## config.mk

```make
export PLATFORM = sky130hd
export DESIGN_NAME = motor_drive_array
export DESIGN_NICKNAME = d
export VERILOG_FILES = /design/src/rtl/motor_drive_array.sv
export SDC_FILE = /design/constraint.sdc
export NUM_CORES = 1
export LEC_CHECK = 0
export CORE_AREA = 8 8 134 161
export CTS_CLUSTER_SIZE = 10
export DETAILED_ROUTE_END_ITERATION = 6
export DIE_AREA = 0 0 142 169
export PLACE_DENSITY_LB_ADDON = 0.05
export SYNTH_ARGS = -nofsm -noshare
export SYNTH_HDL_FRONTEND = slang
export SYNTH_SLANG_ARGS = --single-unit
```

## constraint.sdc

```tcl
create_clock -name clk -period 2.6 [get_ports clk]
set_clock_uncertainty 0.05 [all_clocks]
set_input_delay 0.78 -clock clk [delete_from_list [all_inputs] [get_ports clk]]
set_output_delay 0.78 -clock clk [all_outputs]
set_load 0.005 [all_outputs]
```

## src/rtl/motor_drive_array.sv

```systemverilog
// Multi-channel DC-motor drive: signed duty -> glitch-free PWM + IN1/IN2 for a
// TB6612-class bridge, with timed brake on reversal and windowed encoder counts.
// Optional build macro SOFT_START_EN adds a per-period magnitude ramp.
module motor_drive_array #(
  parameter int CH_NUM      = 2,
  parameter int PWM_WIDTH   = 8,
  parameter int PWM_DIV     = 16,
  parameter int SAMPLE_CNT  = 16384,
  parameter int CNT_WIDTH   = 16,
  parameter int DEAD_CYCLES = 1024,
  parameter int RAMP_STEP   = 4
) (
  input  logic                             clk,
  input  logic                             n_rst,
  input  logic                             enable,
  input  logic [CH_NUM*(PWM_WIDTH+1)-1:0]  duty,
  input  logic [CH_NUM-1:0]                fb,
  output logic [CH_NUM*CNT_WIDTH-1:0]      fb_cnt,
  output logic                             fb_valid,
  output logic [CH_NUM-1:0]                pwm,
  output logic [CH_NUM-1:0]                in1,
  output logic [CH_NUM-1:0]                in2,
  output logic                             stnby
);

  localparam int DW = PWM_WIDTH + 1;
  localparam logic [PWM_WIDTH-1:0] MAG_MAX  = '1;
  localparam logic [PWM_WIDTH-1:0] PWM_LAST = MAG_MAX - PWM_WIDTH'(1);
  localparam logic [CNT_WIDTH-1:0] CNT_MAX  = '1;

  localparam int DIV_W = (PWM_DIV > 1) ? $clog2(PWM_DIV) : 1;
  localparam logic [DIV_W-1:0] DIV_LAST = DIV_W'(PWM_DIV - 1);

  localparam int WIN_W = (SAMPLE_CNT > 1) ? $clog2(SAMPLE_CNT) : 1;
  localparam logic [WIN_W-1:0] WIN_LAST = WIN_W'(SAMPLE_CNT - 1);

  localparam int DEAD_W = $clog2(DEAD_CYCLES + 1);
  localparam logic [DEAD_W-1:0] DEAD_LOAD = DEAD_W'(DEAD_CYCLES);
  localparam logic [DEAD_W-1:0] DEAD_ONE  = DEAD_W'(1);

`ifdef SOFT_START_EN
  localparam int RAMP_LIM = (RAMP_STEP > (2**PWM_WIDTH - 1)) ? (2**PWM_WIDTH - 1) : RAMP_STEP;
  localparam logic [PWM_WIDTH-1:0] RAMP = PWM_WIDTH'(RAMP_LIM);
`endif

  typedef enum logic [1:0] {STOP, FWD, REV, BRAKE} state_t;

  // ---------------------------------------------------------------------------
  // Shared timebase: PWM prescaler/counter, feedback window, standby
  // ---------------------------------------------------------------------------
  logic [DIV_W-1:0]     pre_cnt;
  logic [PWM_WIDTH-1:0] pwm_cnt;
  logic [WIN_W-1:0]     win_cnt;
  logic                 tick;
  logic                 wrap;
  logic                 win_end;

  assign tick    = (pre_cnt == DIV_LAST);
  assign wrap    = tick && (pwm_cnt == PWM_LAST);
  assign win_end = (win_cnt == WIN_LAST);

  // NOTE: state is updated with <= only, so every flop samples pre-edge values
  // regardless of block ordering; reset is asynchronous on the sensitivity list.
  always_ff @(posedge clk or negedge n_rst) begin
    if (!n_rst) begin
      pre_cnt  <= '0;
      pwm_cnt  <= '0;
      win_cnt  <= '0;
      fb_valid <= 1'b0;
      stnby    <= 1'b0;
    end else begin
      pre_cnt  <= tick ? '0 : pre_cnt + DIV_W'(1);
      if (tick) pwm_cnt <= (pwm_cnt == PWM_LAST) ? '0 : pwm_cnt + PWM_WIDTH'(1);
      win_cnt  <= win_end ? '0 : win_cnt + WIN_W'(1);
      fb_valid <= win_end;
      stnby    <= enable;
    end
  end

  // ---------------------------------------------------------------------------
  // Per-channel drive and feedback
  // ---------------------------------------------------------------------------
  for (genvar ch = 0; ch < CH_NUM; ch++) begin : g_ch
    logic [DW-1:0]        d;
    logic [DW-1:0]        d_neg;
    logic [PWM_WIDTH-1:0] cmd_mag;
    logic                 cmd_pos;
    logic                 cmd_neg;
    logic                 pos_q;
    logic                 neg_q;
    logic                 exit_pos;
    logic                 exit_neg;
    state_t               state;
    logic [DEAD_W-1:0]    dead;
    logic [PWM_WIDTH-1:0] eff;
    logic                 pwm_q;
    logic                 in1_q;
    logic                 in2_q;
    logic                 run;

    assign d       = duty[ch*DW +: DW];
    assign d_neg   = '0 - d;
    assign cmd_neg = d[PWM_WIDTH];
    assign cmd_pos = ~d[PWM_WIDTH] & (|d);

    // NOTE: every always_comb output gets a default first so no latch is inferred.
    always_comb begin
      cmd_mag = d[PWM_WIDTH-1:0];
      if (d[PWM_WIDTH]) cmd_mag = d_neg[PWM_WIDTH] ? MAG_MAX : d_neg[PWM_WIDTH-1:0];
    end

    // Brake exit follows the newest sample, including one taken this very cycle.
    assign exit_pos = wrap ? cmd_pos : pos_q;
    assign exit_neg = wrap ? cmd_neg : neg_q;

    always_ff @(posedge clk or negedge n_rst) begin
      if (!n_rst) begin
        state <= STOP;
        dead  <= '0;
        pos_q <= 1'b0;
        neg_q <= 1'b0;
      end else begin
        if (wrap) begin
          pos_q <= cmd_pos;
          neg_q <= cmd_neg;
        end
        if (!enable) begin
          state <= STOP;
          dead  <= '0;
        end else begin
          case (state)
            STOP: if (wrap) begin
              if (cmd_pos)      state <= FWD;
              else if (cmd_neg) state <= REV;
            end
            FWD: if (wrap) begin
              if (cmd_neg) begin
                state <= BRAKE;
                dead  <= DEAD_LOAD;
              end else if (!cmd_pos) state <= STOP;
            end
            REV: if (wrap) begin
              if (cmd_pos) begin
                state <= BRAKE;
                dead  <= DEAD_LOAD;
              end else if (!cmd_neg) state <= STOP;
            end
            BRAKE: begin
              // Sign changes while braking never reload the dead counter.
              dead <= dead - DEAD_ONE;
              if (dead <= DEAD_ONE) begin
                if (exit_pos)      state <= FWD;
                else if (exit_neg) state <= REV;
                else               state <= STOP;
              end
            end
            default: state <= STOP;
          endcase
        end
      end
    end

`ifdef SOFT_START_EN
    logic [PWM_WIDTH-1:0] base;
    logic [PWM_WIDTH-1:0] diff;
    logic [PWM_WIDTH-1:0] ramped;

    always_comb begin
      base   = (state == STOP) ? '0 : eff;
      ramped = cmd_mag;
      if (cmd_mag > base) begin
        diff = cmd_mag - base;
        if (diff > RAMP) ramped = base + RAMP;
      end else begin
        diff = base - cmd_mag;
        if (diff > RAMP) ramped = base - RAMP;
      end
    end

    always_ff @(posedge clk or negedge n_rst) begin
      if (!n_rst)                                eff <= '0;
      else if (wrap && enable && state != BRAKE) eff <= ramped;
      else if (state == STOP || state == BRAKE)  eff <= '0;
    end
`else
    always_ff @(posedge clk or negedge n_rst) begin
      if (!n_rst)    eff <= '0;
      else if (wrap) eff <= cmd_mag;
    end
`endif

    // Outputs are gated by enable so standby takes effect on the next edge.
    assign run = enable && (state == FWD || state == REV);

    always_ff @(posedge clk or negedge n_rst) begin
      if (!n_rst) begin
        pwm_q <= 1'b0;
        in1_q <= 1'b0;
        in2_q <= 1'b0;
      end else begin
        pwm_q <= run && (pwm_cnt < eff);
        in1_q <= enable && (state == FWD || state == BRAKE);
        in2_q <= enable && (state == REV || state == BRAKE);
      end
    end

    assign pwm[ch] = pwm_q;
    assign in1[ch] = in1_q;
    assign in2[ch] = in2_q;

    // Feedback: 2-FF synchroniser, rising-edge detect, saturating window count.
    logic                 s1, s2, s3;
    logic                 rise;
    logic [CNT_WIDTH-1:0] cnt;
    logic [CNT_WIDTH-1:0] cnt_inc;
    logic [CNT_WIDTH-1:0] cnt_q;

    assign rise    = s2 & ~s3;
    assign cnt_inc = (rise && cnt != CNT_MAX) ? cnt + CNT_WIDTH'(1) : cnt;

    always_ff @(posedge clk or negedge n_rst) begin
      if (!n_rst) begin
        s1    <= 1'b0;
        s2    <= 1'b0;
        s3    <= 1'b0;
        cnt   <= '0;
        cnt_q <= '0;
      end else begin
        s1 <= fb[ch];
        s2 <= s1;
        s3 <= s2;
        if (win_end) begin
          cnt_q <= cnt_inc;
          cnt   <= '0;
        end else begin
          cnt <= cnt_inc;
        end
      end
    end

    assign fb_cnt[ch*CNT_WIDTH +: CNT_WIDTH] = cnt_q;
  end

endmodule

```

=== Word-level counts from Yosys, hierarchy flattened ===
Index checks and enable logic that the tools add are counted.

* $add $sub $neg: 9
* Multiply operators: 0
* Div/mod/pow operators: 0
* Order comparisons: 4
* Equality and inequality tests: 31
* Shift-type cells: 0
* Muxes and demuxes: 55
* Bitwise operators: 8
* Reduce and logical (&&, ||, !) cells: 25

{| class="wikitable"
|+ Operator list
! cell !! count
|-
| two-way mux 11 bit || 10
|-
| one-hot mux 11 bit (3 select lines) || 2
|-
| two-way mux 16 bit || 4
|-
| two-way mux 2 bit || 26
|-
| two-way mux 8 bit || 5
|-
| inequality test 3 bit (second input constant) || 12
|-
| adder 16 x 1 -> 16 bit (second input constant) || 2
|-
| inequality test 16 bit (second input constant) || 2
|-
| inequality test 4 bit (second input constant) || 6
|-
| less-or-equal comparator 11 x 1 -> 1 bit (second input constant) || 2
|-
| subtractor 11 x 1 -> 11 bit (second input constant) || 2
|-
| OR reduction 9 bit || 2
|-
| subtractor 1 x 9 -> 9 bit (first input constant) || 2
|-
| < comparator 8 bit || 2
|-
| one-hot mux 2 bit (4 select lines) || 2
|-
| adder 14 x 1 -> 14 bit (second input constant) || 1
|-
| == test 14 bit (second input constant) || 1
|-
| two-way mux 14 bit || 1
|-
| AND reduction 7 bit || 2
|-
| logical AND 1 bit || 11
|-
| AND reduction 5 bit || 2
|-
| adder 8 x 1 -> 8 bit (second input constant) || 1
|-
| == test 2 bit (second input constant) || 4
|-
| == test 8 bit (second input constant) || 1
|-
| other kinds (10) || 27
|}

* Register bits: 150
* Latch bits: 0
* Bits in writable memories: 0
* Bits in read-only memories: 0
* Bits of input ports: 23
* Output and inout port bits: 40
* Memories kept: 0

=== Longest topological paths before layout ===
Gate-level depths: netlist of run 1.

* Depth after elaboration: 8
* Depth in mapped cells: 13

=== Least setup slack after synthesis of run 1 ===
Ideal clock, no wire load.

* Path kind: input port to flip-flop
* Start point: input port duty[9]
* End point: register g_ch[1].dead[9]
* Arrival: 2925 ps
* Required time: 2446 ps
* Setup slack: -478 ps
* Cell stages on the path: 12
* Buffers on the path: 1
* Path through: inv_1 > ha_1 > nand2b_1 > or3_1 > or4_1 > ha_1 > nand2b_1 > o21ai_0 > o311a_1 > clkbuf_1 > o21ai_0 > o41ai_2

* Word-level cells in the longest chain between the ends: 4

{| class="wikitable"
|+ RTL lines
! item !! line !! RTL
|-
| start, declared || 16 || <nowiki>input logic [CH_NUM*(PWM_WIDTH+1)-1:0] duty,</nowiki>
|-
| OR reduction 9 bit || 104 || <nowiki>assign cmd_pos = ~d[PWM_WIDTH] & (|d);</nowiki>
|-
| bitwise AND 1 bit || 104 ||
|-
| inequality test 3 bit (no source line) || n/a ||
|-
| AND reduction 5 bit (no source line) || n/a ||
|-
| end signal, assigned || 150 || <nowiki>dead <= dead - DEAD_ONE;</nowiki>
|-
| end, declared || 94 || <nowiki>logic [DEAD_W-1:0] dead;</nowiki>
|}

Every way passes these cells.
A chain may end at the register's enable or synchronous reset.

=== Worst setup path in the final report of run 1 ===
* Start point: input port duty[9]
* End point: register g_ch[1].state[0]

* Word-level cells in the longest chain between the ends: 7

{| class="wikitable"
|+ RTL lines
! item !! line !! RTL
|-
| OR reduction 9 bit * || 104 ||
|-
| bitwise AND 1 bit * || 104 ||
|-
| two-way mux 1 bit || n/a ||
|-
| two-way mux 2 bit || 152 || <nowiki>if (exit_pos) state <= FWD;</nowiki>
|-
| two-way mux 2 bit || 151 || <nowiki>if (dead <= DEAD_ONE) begin</nowiki>
|-
| one-hot mux 2 bit (4 select lines) || 131 || <nowiki>case (state)</nowiki>
|-
| two-way mux 2 bit || 127 || <nowiki>if (!enable) begin</nowiki>
|-
| end signal, assigned || 128 || <nowiki>state <= STOP;</nowiki>
|-
| end signal, assigned || 152 ||
|-
| end signal, assigned || 153 || <nowiki>else if (exit_neg) state <= REV;</nowiki>
|-
| end, declared || 93 || <nowiki>state_t state;</nowiki>
|}

Every way passes the cells marked *; elsewhere a longest branch is shown, timed or not. The select of a mux whose other input is x is not followed.

==> flow_summary_export.csv, run 1 <==
group,metric,value,unit
run_status,status,"completed",
timing,worst_slack,0.00466,ns
placed_design,hpwl,12600,um
global_routing,grt.total_usage,0.154,
clock_tree,cts_buffers,17,
timing,fin_crit_sh,0.998,
clock_tree,clk-insertion-delay-late,0.42,ns
timing,rsz0062_at_grt,"yes",
synth,yosys_most_used_dff,"dfrtp_1",
final_layout,fin_area,9890,um^2
floorplanning,die_w,142,um
power,power_leakage,0.00449,uW
synth,syn-num-nets,884,
worst_setup_path,max_stage_delay,0.44,ns
power,switching_share,0.261,
power,power_per_cell_area,596,nW/um^2
placed_design,place_congestion,0.822,
timing,hold_violations,0,
route,dr.pass1.iters,6,
route,drc_errors,0,
floorplanning,rows,56,
power,internal_power,4350,uW
clock_tree,cts_tree,"yes",
clock_tree,htreeDepth,4,
power,clkPwrFrac,0.430,
worst_setup_path,worstSetupPathType,"input pin to flip-flop",
route,routed_wl,17500,um
global_routing,grt_antenna_before_repair,0,
synth,synth-edff-count,0,
worst_setup_path,crit_path_start_kind,"input pin",
synth,ys_warn_count,0,
timing,final.min_clock_period,2.60,ns
final_layout,final.fill_count,1765,
final_layout,final_core_util,0.517,
route,viasPerCell,5.14,
clock_tree,numClockSinks,150,
timing,clock.fmax,0.385,GHz
worst_setup_path,cp.arrival,2.85,ns
timing,finalSetupViolCount,0,
synth,ys_seq_area_frac,0.490,
final_layout,areaGrowthSynthToFinish,29.2,%
power,seqPwrFrac,0.437,
timing,relSlewSlack,0.534,
synth,synth_area_leaders,"dfrtp_1 (49%), ha_1 (6.2%), o21ai_0 (6.2%), nand2_1 (5.3%), nor2_1 (4.2%)",
clock_tree,hold_buffers,0,
floorplanning,die_h,169,um
synth,synth_top_cell_area_share,0.490,
floorplanning,dieArea,24000,um^2
worst_setup_path,cp_common_cell,"ha_4",
floorplanning,top_level_ports,63,
synth,netlist_instances,823,
route,wl_per_cell,14.5,um
worst_setup_path,critPathLaunch,"duty[9]",
worst_setup_path,reg2reg_from,"pwm_cnt[0]",
power,p_comb_frac,0.133,
synth,synth_area,7650,um^2
placed_design,dpl_worst_slack,-0.987,ns
global_routing,grt_max_degree,58,
power,switchingPower,1540,uW
power,ir_worst_vdd,0.466,mV
global_routing,overflow,0,
timing,maxSlewViolCount,0,
placed_design,place_area,9070,um^2
timing,worstMarginPinSlew,0.693,ns
synth,synth_top_cell_by_area,"dfrtp_1",
worst_setup_path,crit_chain,"buf_12 -> inv_12 -> ha_4 -> nand2b_4 -> or3_4 -> or4_4 -> ha_4 -> a221oi_2 -> a21o_1 -> a22oi_1 -> mux2i_1 -> nor2b_1",
worst_setup_path,path_buf_inv,2,
route,via_count,6193,
final_layout,final_nets,993,
floorplanning,core,19100,um^2
synth,yosys.cell_types.count,57,
synth,synth-seq-cells,150,
worst_setup_path,rrSetupSlack,0.16,ns
synth,async_flop_share,1.00,
clock_tree,clk_path_buf_depth,2,
worst_hold_path,hold_path_class,"input pin to async pin",
global_routing,grt_pass1_wl,30600,um
worst_setup_path,worstSetupEndpointType,"flip-flop",
final_layout,drive_gt1_frac,0.160,
worst_setup_path,cp_max_fo,5,
clock_tree,cts_root_buf,"clkbuf_16",
worst_setup_path,crit_required,2.85,ns
final_layout,insertedDiodeCount,0,
floorplanning,initial_utilization,0.400,
flow_run,cap_violations,0,
route,ant_nets,0,
route,first_iter_violations,271,
clock_tree,clk_pin_slew_worst_paths,0.06,ns
synth,avgSynthCellArea,9.30,um^2
worst_setup_path,cp_top_family,"simple AND/OR/NAND/NOR gates",
global_routing,first_global_vias,6548,
worst_setup_path,cp_slowest_cell,"or4_4",
placed_design,numPortBuffers,62,
power,power,5890,uW
==> metrics by stage <==
stage | instances | hold slack [ns] | setup TNS [ns]
after detailed placement | 1167 | 0.289 | -29.33
after CTS | 1204 | 0.219 | -0.742
final | 1206 | 0.212 | 0
after global placement | 1167 | 0.297 | -27.41
after global routing | 1206 | 0.236 | -0.202
after floorplan | 823 | 0.281 | -2.32
==> per-layer routing <==
metal | vias to the layer above | global-route usage | routed length (um)
met5 | - | 0 | 0
met4 | 0 | 0.0529 | 262
met3 | 19 | 0.0338 | 550
met2 | 81 | 0.270 | 8970
met1 | 3001 | 0.182 | 7710
li1 | 3092 | - | -
==> Yosys cell counts (all sizes together) (2+ instances only) <==
cell,number
dfrtp,150
nor4,10
nand2b,10
nand3,31
nand4,16
nor2,86
o31ai,11
a221o,2
a21oi,26
o211ai,13
a22oi,3
and4,4
o21ai,95
nand3b,2
o21bai,2
ha,38
nor3,19
or3,7
nand4b,2
a211oi,2
inv,39
and2,4
xor2,29
nor2b,9
o221ai,2
o21a,5
nand2,108
xnor2,12
and3,13
mux2i,8
clkbuf,17
a21boi,6
buf,17
or4,4
a31oi,4
a221oi,2
==> layout make-up <==
type | instances | area (um^2) | share of cell area
multi-input combinational | 600 | 3890 | 0.393
clock inverter | 12 | 151 | 0.0153
inverter | 39 | 184 | 0.0186
tap | 261 | 327 | 0.0330
timing repair buffer | 124 | 1130 | 0.114
sequential | 150 | 3750 | 0.380
clock buffer | 20 | 457 | 0.0462
==> placed cells by master, fill, tap and decap left out, types with 15 or more instances in the layout <==
cell type / instances
clkdlybuf4s50_1: 52
clkbuf_16: 17
nand4_1: 15
nand3_1: 27
nor3_1: 17
nor2_1: 84
xor2_1: 29
o21ai_0: 76
o21ai_1: 16
dfrtp_1: 150
nand2_1: 106
a21oi_1: 18
buf_4: 59
ha_1: 34
inv_1: 34
==> sequential cells by signal (all words and copies together) (netlist names) <==
signal and count:
g_ch.cnt 32, g_ch.cnt_q 32, g_ch.dead 22, g_ch.eff 16, win_cnt 14, pwm_cnt 8, g_ch.state 4, pre_cnt 4
g_ch.in1_q 2, g_ch.in2_q 2, g_ch.neg_q 2, g_ch.pos_q 2, g_ch.pwm_q 2, g_ch.s1 2, g_ch.s2 2, g_ch.s3 2
fb_valid 1, stnby 1
==> worst register-to-register path: cells and delay by family, from the launching register on <==
family / cells / cell delay (ns)
simple gates: 3 / 0.77
buf+inv: 2 / 0.44
compound gates: 3 / 0.44
flops: 1 / 0.40
fa+ha+maj: 1 / 0.20
==> worst paths after layout <==
kind	end	cells past startpoint
hold reg to reg	g_ch[1].s2	0
max in group asynchronous	g_ch[0].dead[0]	2
hold / removal	g_ch[0].cnt_q[11]	1
setup reg to reg	g_ch[1].state[1]	9
min in group clk	g_ch[1].s2	0
setup / recovery	g_ch[1].state[0]	12
==> what timing repair did <==
action                                  CTS  global route
pin swaps                                20            15
setup buffers                             5             3
gates resized for setup                  48            17
endpoints found under the setup margin   35            24
==> power by group through the flow <==
stage | registers, uW | logic (uW) | clock network, uW
5_1_grt | 2590 | 880 | 2690
4_1_cts | 2570 | 754 | 2610
6_report | 2580 | 783 | 2530
2_1_floorplan | 2580 | 462 | 0
3_5_place_dp | 2610 | 729 | 0
3_3_place_gp | 2610 | 707 | 0
==> logic make-up after synthesis <==
kind of cell	share of synthesized area
and+or+nand+nor	0.205
AOI/OAI and AO/OA	0.143
DFF	0.490
buffers and inverters	0.0405
xor gates and xnor gates	0.0469
adders and majority gates	0.0621
muxes	0.0119
Note: power is estimated with default switching activity, not from simulation.
==> run 2: changes to the inputs <==
--- a/config.mk
+++ b/config.mk
@@ -5,10 +5,10 @@
 export SDC_FILE = /design/constraint.sdc
 export NUM_CORES = 1
 export LEC_CHECK = 0
-export CORE_AREA = 8 8 134 161
+export CORE_AREA = 5 5 131 158
 export CTS_CLUSTER_SIZE = 10
 export DETAILED_ROUTE_END_ITERATION = 6
-export DIE_AREA = 0 0 142 169
+export DIE_AREA = 0 0 136 163
 export PLACE_DENSITY_LB_ADDON = 0.05
 export SYNTH_ARGS = -nofsm -noshare
 export SYNTH_HDL_FRONTEND = slang
==> constraint.sdc (replaced) <==
create_clock -name clk -period 2.6 [get_ports clk]
set_clock_uncertainty 0.05 [all_clocks]
set_input_delay 0.78 -clock clk [delete_from_list [all_inputs] [get_ports clk]]
set_output_delay 0.78 -clock clk [all_outputs]
set_load 0.1 [all_outputs]
==> run 2 against run 1 <==
The run now ends with negative setup slack left. First-iteration DRC count fell by 5.2%. Largest cell class unchanged. Cell count rose by 0.33%. Count of clock-buffer cells in the layout rose by 1. Wire length fell by 2.8%. Design area fell by 0.89%. Critical path depth rose by 1. Combinational power rose by 5.0%. Total power rose by 1.3%. Critical path type unchanged. Sequential power barely moved. Die area fell by 7.6%.
==> flow_summary_export.csv, run 2 (synthesized netlist as in run 1, its figures left out) <==
group,metric,value,unit
timing,maxSlewViolCount,0,
route,first_iter_violations,257,
run_status,violations,"negative setup slack",
worst_setup_path,rr_endpoint,"g_ch[1].state[1]",
final_layout,final_nets,998,
clock_tree,cts_tree,"yes",
clock_tree,clk_pin_slew_worst_paths,0.06,ns
clock_tree,cts_root_buf,"clkbuf_16",
placed_design,place_congestion,0.817,
final_layout,drive_gt1_frac,0.198,
global_routing,grt_max_degree,60,
route,via_count,6146,
global_routing,first_global_vias,6385,
timing,rsz0062_at_grt,"yes",
route,wl_per_cell,14.0,um
route,dr.pass1.iters,4,
worst_setup_path,worstSetupPathType,"input pin to flip-flop",
route,routed_wl,17000,um
timing,finalSetupViolCount,1,
run_status,status,"finished, violations left",
clock_tree,cts_buffers,17,
final_layout,layout_common_cells,"dfrtp_1 (150), nand2_1 (107), buf_4 (101)",
timing,tns,-0.00313,ns
timing,relSlewSlack,0.596,
power,power_leakage,0.00461,uW
clock_tree,numClockSinks,150,
floorplanning,rows,56,
worst_setup_path,max_stage_delay,0.44,ns
placed_design,hpwl,12400,um
power,switchingPower,1570,uW
power,seqPwrFrac,0.431,
worst_setup_path,reg2reg_from,"pwm_cnt[0]",
worst_setup_path,cp_slowest_cell,"or4_4",
final_layout,final.fill_count,1790,
final_layout,final_core_util,0.512,
worst_setup_path,rrSetupSlack,0.21,ns
worst_setup_path,crit_path_start_kind,"input pin",
worst_setup_path,worstSetupEndpointType,"flip-flop",
power,clkPwrFrac,0.431,
worst_setup_path,crit_required,2.90,ns
floorplanning,die_h,163,um
timing,final.min_clock_period,2.60,ns
worst_setup_path,crit_chain,"buf_12 -> inv_12 -> ha_4 -> nand2b_4 -> or3_4 -> or4_4 -> ha_4 -> a21oi_4 -> a21oi_4 -> a21oi_2 -> o21ai_2 -> a221o_1 -> a21oi_2",
floorplanning,core,19100,um^2
global_routing,grt_antenna_before_repair,0,
clock_tree,hold_buffers,0,
worst_hold_path,hold_path_class,"input pin to async pin",
global_routing,overflow,0,
floorplanning,top_level_ports,63,
clock_tree,clk_path_buf_depth,2,
final_layout,areaGrowthSynthToFinish,28.0,%
clock_tree,clk-insertion-delay-late,0.42,ns
power,power_per_cell_area,609,nW/um^2
timing,worstMarginPinSlew,0.601,ns
power,internal_power,4390,uW
power,ir_worst_vdd,0.435,mV
final_layout,largestRegisters,"g_ch.cnt: 32 flops, g_ch.cnt_q: 32 flops, g_ch.dead: 22 flops",
power,switching_share,0.264,
worst_setup_path,cp.arrival,2.90,ns
route,viasPerCell,5.08,
power,p_comb_frac,0.138,
floorplanning,initial_utilization,0.400,
route,ant_nets,0,
worst_setup_path,rr_worst_depth,9,
clock_tree,htreeDepth,4,
timing,worst_slack,-0.00313,ns
final_layout,final_common_cell,"dfrtp_1",
floorplanning,die_w,136,um
placed_design,dpl_worst_slack,-0.974,ns
floorplanning,dieArea,22200,um^2
global_routing,grt_pass1_wl,29400,um
route,drc_errors,0,
global_routing,grt.total_usage,0.161,
timing,clock.fmax,0.384,GHz
worst_setup_path,path_buf_inv,2,
worst_setup_path,cp_max_fo,6,
timing,hold_violations,0,
worst_setup_path,cp_top_family,"simple AND/OR/NAND/NOR gates",
placed_design,numPortBuffers,62,
timing,fin_crit_sh,1.00,
final_layout,insertedDiodeCount,0,
flow_run,cap_violations,0,
## run 2: cell types whose count changed in the layout (fill, tap and decap cells not counted), moves of 2 or more
| cell | delta |
|---|---|
| a21oi_1 | +4 |
| a21oi_2 | -6 |
| a21oi_4 | +2 |
| buf_2 | +2 |
| buf_4 | +42 |
| clkbuf_8 | +2 |
| clkdlybuf4s50_1 | -42 |
| clkinv_2 | -3 |
| dlymetal6s2s_1 | +2 |
| o21ai_0 | -2 |
| o21ai_2 | +5 |
| o21ai_4 | -2 |
## run 2: how the worst max path moves through the flow
stage	slack (ns)	endpoint	from	depth (start not counted)
3_3_place_gp	-0.92	g_ch[1].state[1]	duty[9]	13
2_1_floorplan	-0.24	g_ch[1].state[1]	duty[9]	12
4_1_cts	-0.12	g_ch[1].state[1]	duty[10]	13
6_report	-0.003	g_ch[1].state[1]	duty[9]	13
5_1_grt	-0.08	g_ch[1].state[0]	duty[9]	12
3_5_place_dp	-0.97	g_ch[1].state[1]	duty[9]	13
## run 2: routing by layer
metal / wire length (um) / up-vias / GRT usage
met2: 8660 / 63 / 0.283
met1: 7610 / 2965 / 0.196
li1: - / 3101 / -
met3: 509 / 17 / 0.0346
met5: 0 / - / 0
met4: 221 / 0 / 0.0504
## run 2: cell type report
type / count / area, um^2 / area share
Clock inverter: 10 / 145 / 0.0148
Multi-Input combinational cell: 600 / 3840 / 0.391
Tap cell: 261 / 327 / 0.0333
Clock buffer: 21 / 480 / 0.0490
Sequential cell: 150 / 3750 / 0.383
Inverter: 39 / 184 / 0.0188
Timing Repair Buffer: 129 / 1070 / 0.110
## run 2: power groups by stage
stage / clock network, uW / registers [uW] / logic (uW)
floorplan: 0 / 2590 / 531
global placement: 0 / 2610 / 784
detailed placement: 0 / 2610 / 800
CTS: 2640 / 2570 / 832
global route: 2730 / 2590 / 931
finish: 2570 / 2570 / 822
## run 2: what timing repair did
action	4_1_cts	5_1_grt
pin swaps	17	10
endpoints found under the setup margin	34	22
gates resized for setup	39	14
buffers inserted	10	1
## run 2: per-stage QoR
stage | area [um^2] | hold slack [ns] | total power [uW] | instances
after CTS | 9750 | 0.204 | 6040 | 1210
after floorplan | 7860 | 0.281 | 3120 | 823
final | 9800 | 0.208 | 5960 | 1210
after detailed placement | 8990 | 0.293 | 3410 | 1169
after global placement | 8990 | 0.295 | 3390 | 1169
after global routing | 9800 | 0.223 | 6240 | 1210
==> run 3: changes to the inputs <==
--- a/config.mk
+++ b/config.mk
@@ -6,7 +6,7 @@
 export NUM_CORES = 1
 export LEC_CHECK = 0
 export CORE_AREA = 5 5 131 158
-export CTS_CLUSTER_SIZE = 10
+export CTS_CLUSTER_SIZE = 40
 export DETAILED_ROUTE_END_ITERATION = 6
 export DIE_AREA = 0 0 136 163
 export PLACE_DENSITY_LB_ADDON = 0.05
==> constraint.sdc (replaced) <==
create_clock -name clk -period 2.6 [get_ports clk]
set_clock_uncertainty 0.05 [all_clocks]
set_input_delay 0.78 -clock clk [delete_from_list [all_inputs] [get_ports clk]]
set_output_delay 0.78 -clock clk [all_outputs]
set_load 0.005 [all_outputs]
==> run 3 against run 2 <==
The flow still finishes with violations (negative setup slack). First-iteration DRC count down 8.9%. Sequential share of layout area down 0.11 points. Flip-flop and latch count unchanged. Via count about the same.
==> flow_summary_export.csv, run 3 (synthesized netlist as in run 1, its figures left out) <==
group,metric,value,unit
worst_setup_path,worstSetupPathType,"input pin to flip-flop",
power,switchingPower,1530,uW
timing,fin_crit_sh,1.01,
clock_tree,htreeDepth,4,
worst_setup_path,cp_max_fo,5,
run_status,status,"finished, violations left",
power,power,5810,uW
timing,relSlewSlack,0.599,
final_layout,final.fill_count,1755,
clock_tree,cts_buffers,17,
worst_setup_path,rr_worst_depth,8,
global_routing,first_global_vias,6302,
clock_tree,cts_root_buf,"clkbuf_16",
power,p_comb_frac,0.126,
floorplanning,dieArea,22200,um^2
worst_setup_path,worstSetupEndpointType,"flip-flop",
clock_tree,clk_path_buf_depth,2,
power,power_leakage,0.00450,uW
floorplanning,rows,56,
timing,maxSlewViolCount,0,
worst_setup_path,cp.arrival,2.91,ns
worst_setup_path,max_stage_delay,0.44,ns
floorplanning,die_w,136,um
timing,worstMarginPinSlew,0.596,ns
placed_design,place_congestion,0.840,
global_routing,grt_pass1_wl,29200,um
final_layout,insertedDiodeCount,0,
route,top_layer_used,"met4",
placed_design,hpwl,12400,um
final_layout,final_common_cell,"dfrtp_1",
clock_tree,numClockSinks,150,
worst_setup_path,cp_common_cell,"a21oi_2",
worst_setup_path,cp_slowest_cell,"or4_4",
route,viasPerCell,5.10,
global_routing,grt_max_degree,56,
timing,worst_slack,-0.0158,ns
worst_setup_path,crit_path_start_kind,"input pin",
clock_tree,clk_pin_slew_worst_paths,0.06,ns
global_routing,overflow,0,
power,clkPwrFrac,0.432,
route,routed_wl,17000,um
floorplanning,top_level_ports,63,
timing,finalSetupViolCount,1,
power,switching_share,0.263,
clock_tree,clk-insertion-delay-late,0.42,ns
floorplanning,die_h,163,um
run_status,violations,"negative setup slack",
floorplanning,initial_utilization,0.400,
timing,final.min_clock_period,2.62,ns
worst_setup_path,crit_chain,"buf_8 -> inv_12 -> ha_4 -> nand2b_4 -> or3_4 -> or4_4 -> ha_4 -> a21oi_2 -> a21oi_2 -> a21oi_2 -> o21ai_2 -> a221o_1 -> a21oi_2",
worst_hold_path,hold_path_class,"input pin to async pin",
power,internal_power,4290,uW
worst_setup_path,rrSetupSlack,0.27,ns
route,wl_met3,618,um
power,ir_worst_vdd,0.462,mV
power,seqPwrFrac,0.442,
placed_design,dp.cells,1167,
placed_design,numPortBuffers,62,
global_routing,grt.total_usage,0.161,
flow_run,cap_violations,0,
timing,hold_violations,0,
final_layout,layout_common_cells,"dfrtp_1 (150), nand2_1 (108), nor2_1 (86)",
route,ant_nets,0,
power,power_per_cell_area,592,nW/um^2
route,drt-met1-wl,7400,um
route,dr.pass1.iters,4,
clock_tree,cts_tree,"yes",
final_layout,drive_gt1_frac,0.150,
route,wl_met2,8660,um
route,drc_errors,0,
global_routing,grt_antenna_before_repair,0,
worst_setup_path,crit_required,2.89,ns
timing,clock.fmax,0.382,GHz
route,via_count,6140,
route,first_iter_violations,234,
final_layout,largestRegisters,"g_ch.cnt: 32 flops, g_ch.cnt_q: 32 flops, g_ch.dead: 22 flops",
floorplanning,core,19100,um^2
final_layout,areaGrowthSynthToFinish,28.4,%
final_layout,final_nets,992,
timing,rsz0062_at_grt,"yes",
final_layout,final_cells,1205,
route,wl_per_cell,14.1,um
## run 3: per-stage QoR
step	hold WS [ns]	TNS, ns	util	setup slack, ns	area [um^2]
6_report	0.231	-0.0158	0.514	-0.0158	9830
5_1_grt	0.259	-0.0678	0.514	-0.0524	9830
4_1_cts	0.236	-0.122	0.514	-0.0583	9830
3_5_place_dp	0.293	-29.48	0.475	-0.953	9080
3_3_place_gp	0.294	-27.50	0.475	-0.923	9080
2_1_floorplan	0.281	-2.32	-	-0.237	7860
## run 3: critical path: cells and delay by family
family	cells	cell delay [ns]
compound gates	6	0.83
fa+ha+maj	2	0.32
simple gates	3	0.81
buf+inv	2	0.15
## run 3: cell type report
class                      instances  area, um^2  share of cell area
sequential                       150        3750               0.382
multi-input combinational        600        3820               0.389
clock inverter                    15         180              0.0183
inverter                          39         184              0.0187
tap                              261         327              0.0332
clock buffer                      17         425              0.0433
timing repair buffer             123        1130               0.115
## run 3: worst paths after layout
| path | start | endpoint |
|---|---|---|
| min in group clk | g_ch[0].s1 | g_ch[0].s2 |
| max in group asynchronous | n_rst | g_ch[0].dead[5] |
| hold / removal | n_rst | g_ch[0].cnt_q[11] |
| hold reg to reg | g_ch[0].s1 | g_ch[0].s2 |
| setup / recovery | duty[9] | g_ch[1].state[1] |
| setup reg to reg | pwm_cnt[0] | g_ch[1].dead[9] |
## run 3: power by group through the flow
stage | Sequential (uW) | Clock (uW) | Combinational (uW)
detailed placement | 2610 | 0 | 734
finish | 2570 | 2510 | 733
floorplan | 2580 | 0 | 462
CTS | 2570 | 2580 | 751
global route | 2590 | 2700 | 836
global placement | 2610 | 0 | 708
## run 3: repair_timing
item                       in CTS  in global routing
setup endpoints to repair      35                 20
setup buffers                   7                  0
hold buffers                    0                  0
pin swaps                      19                 14
resized for setup              36                 16
## run 3: metal layers
metal | global-route usage | vias up
met2 | 0.283 | 75
met5 | 0 | -
met3 | 0.0377 | 23
met1 | 0.194 | 2961
met4 | 0.0532 | 0
li1 | - | 3081
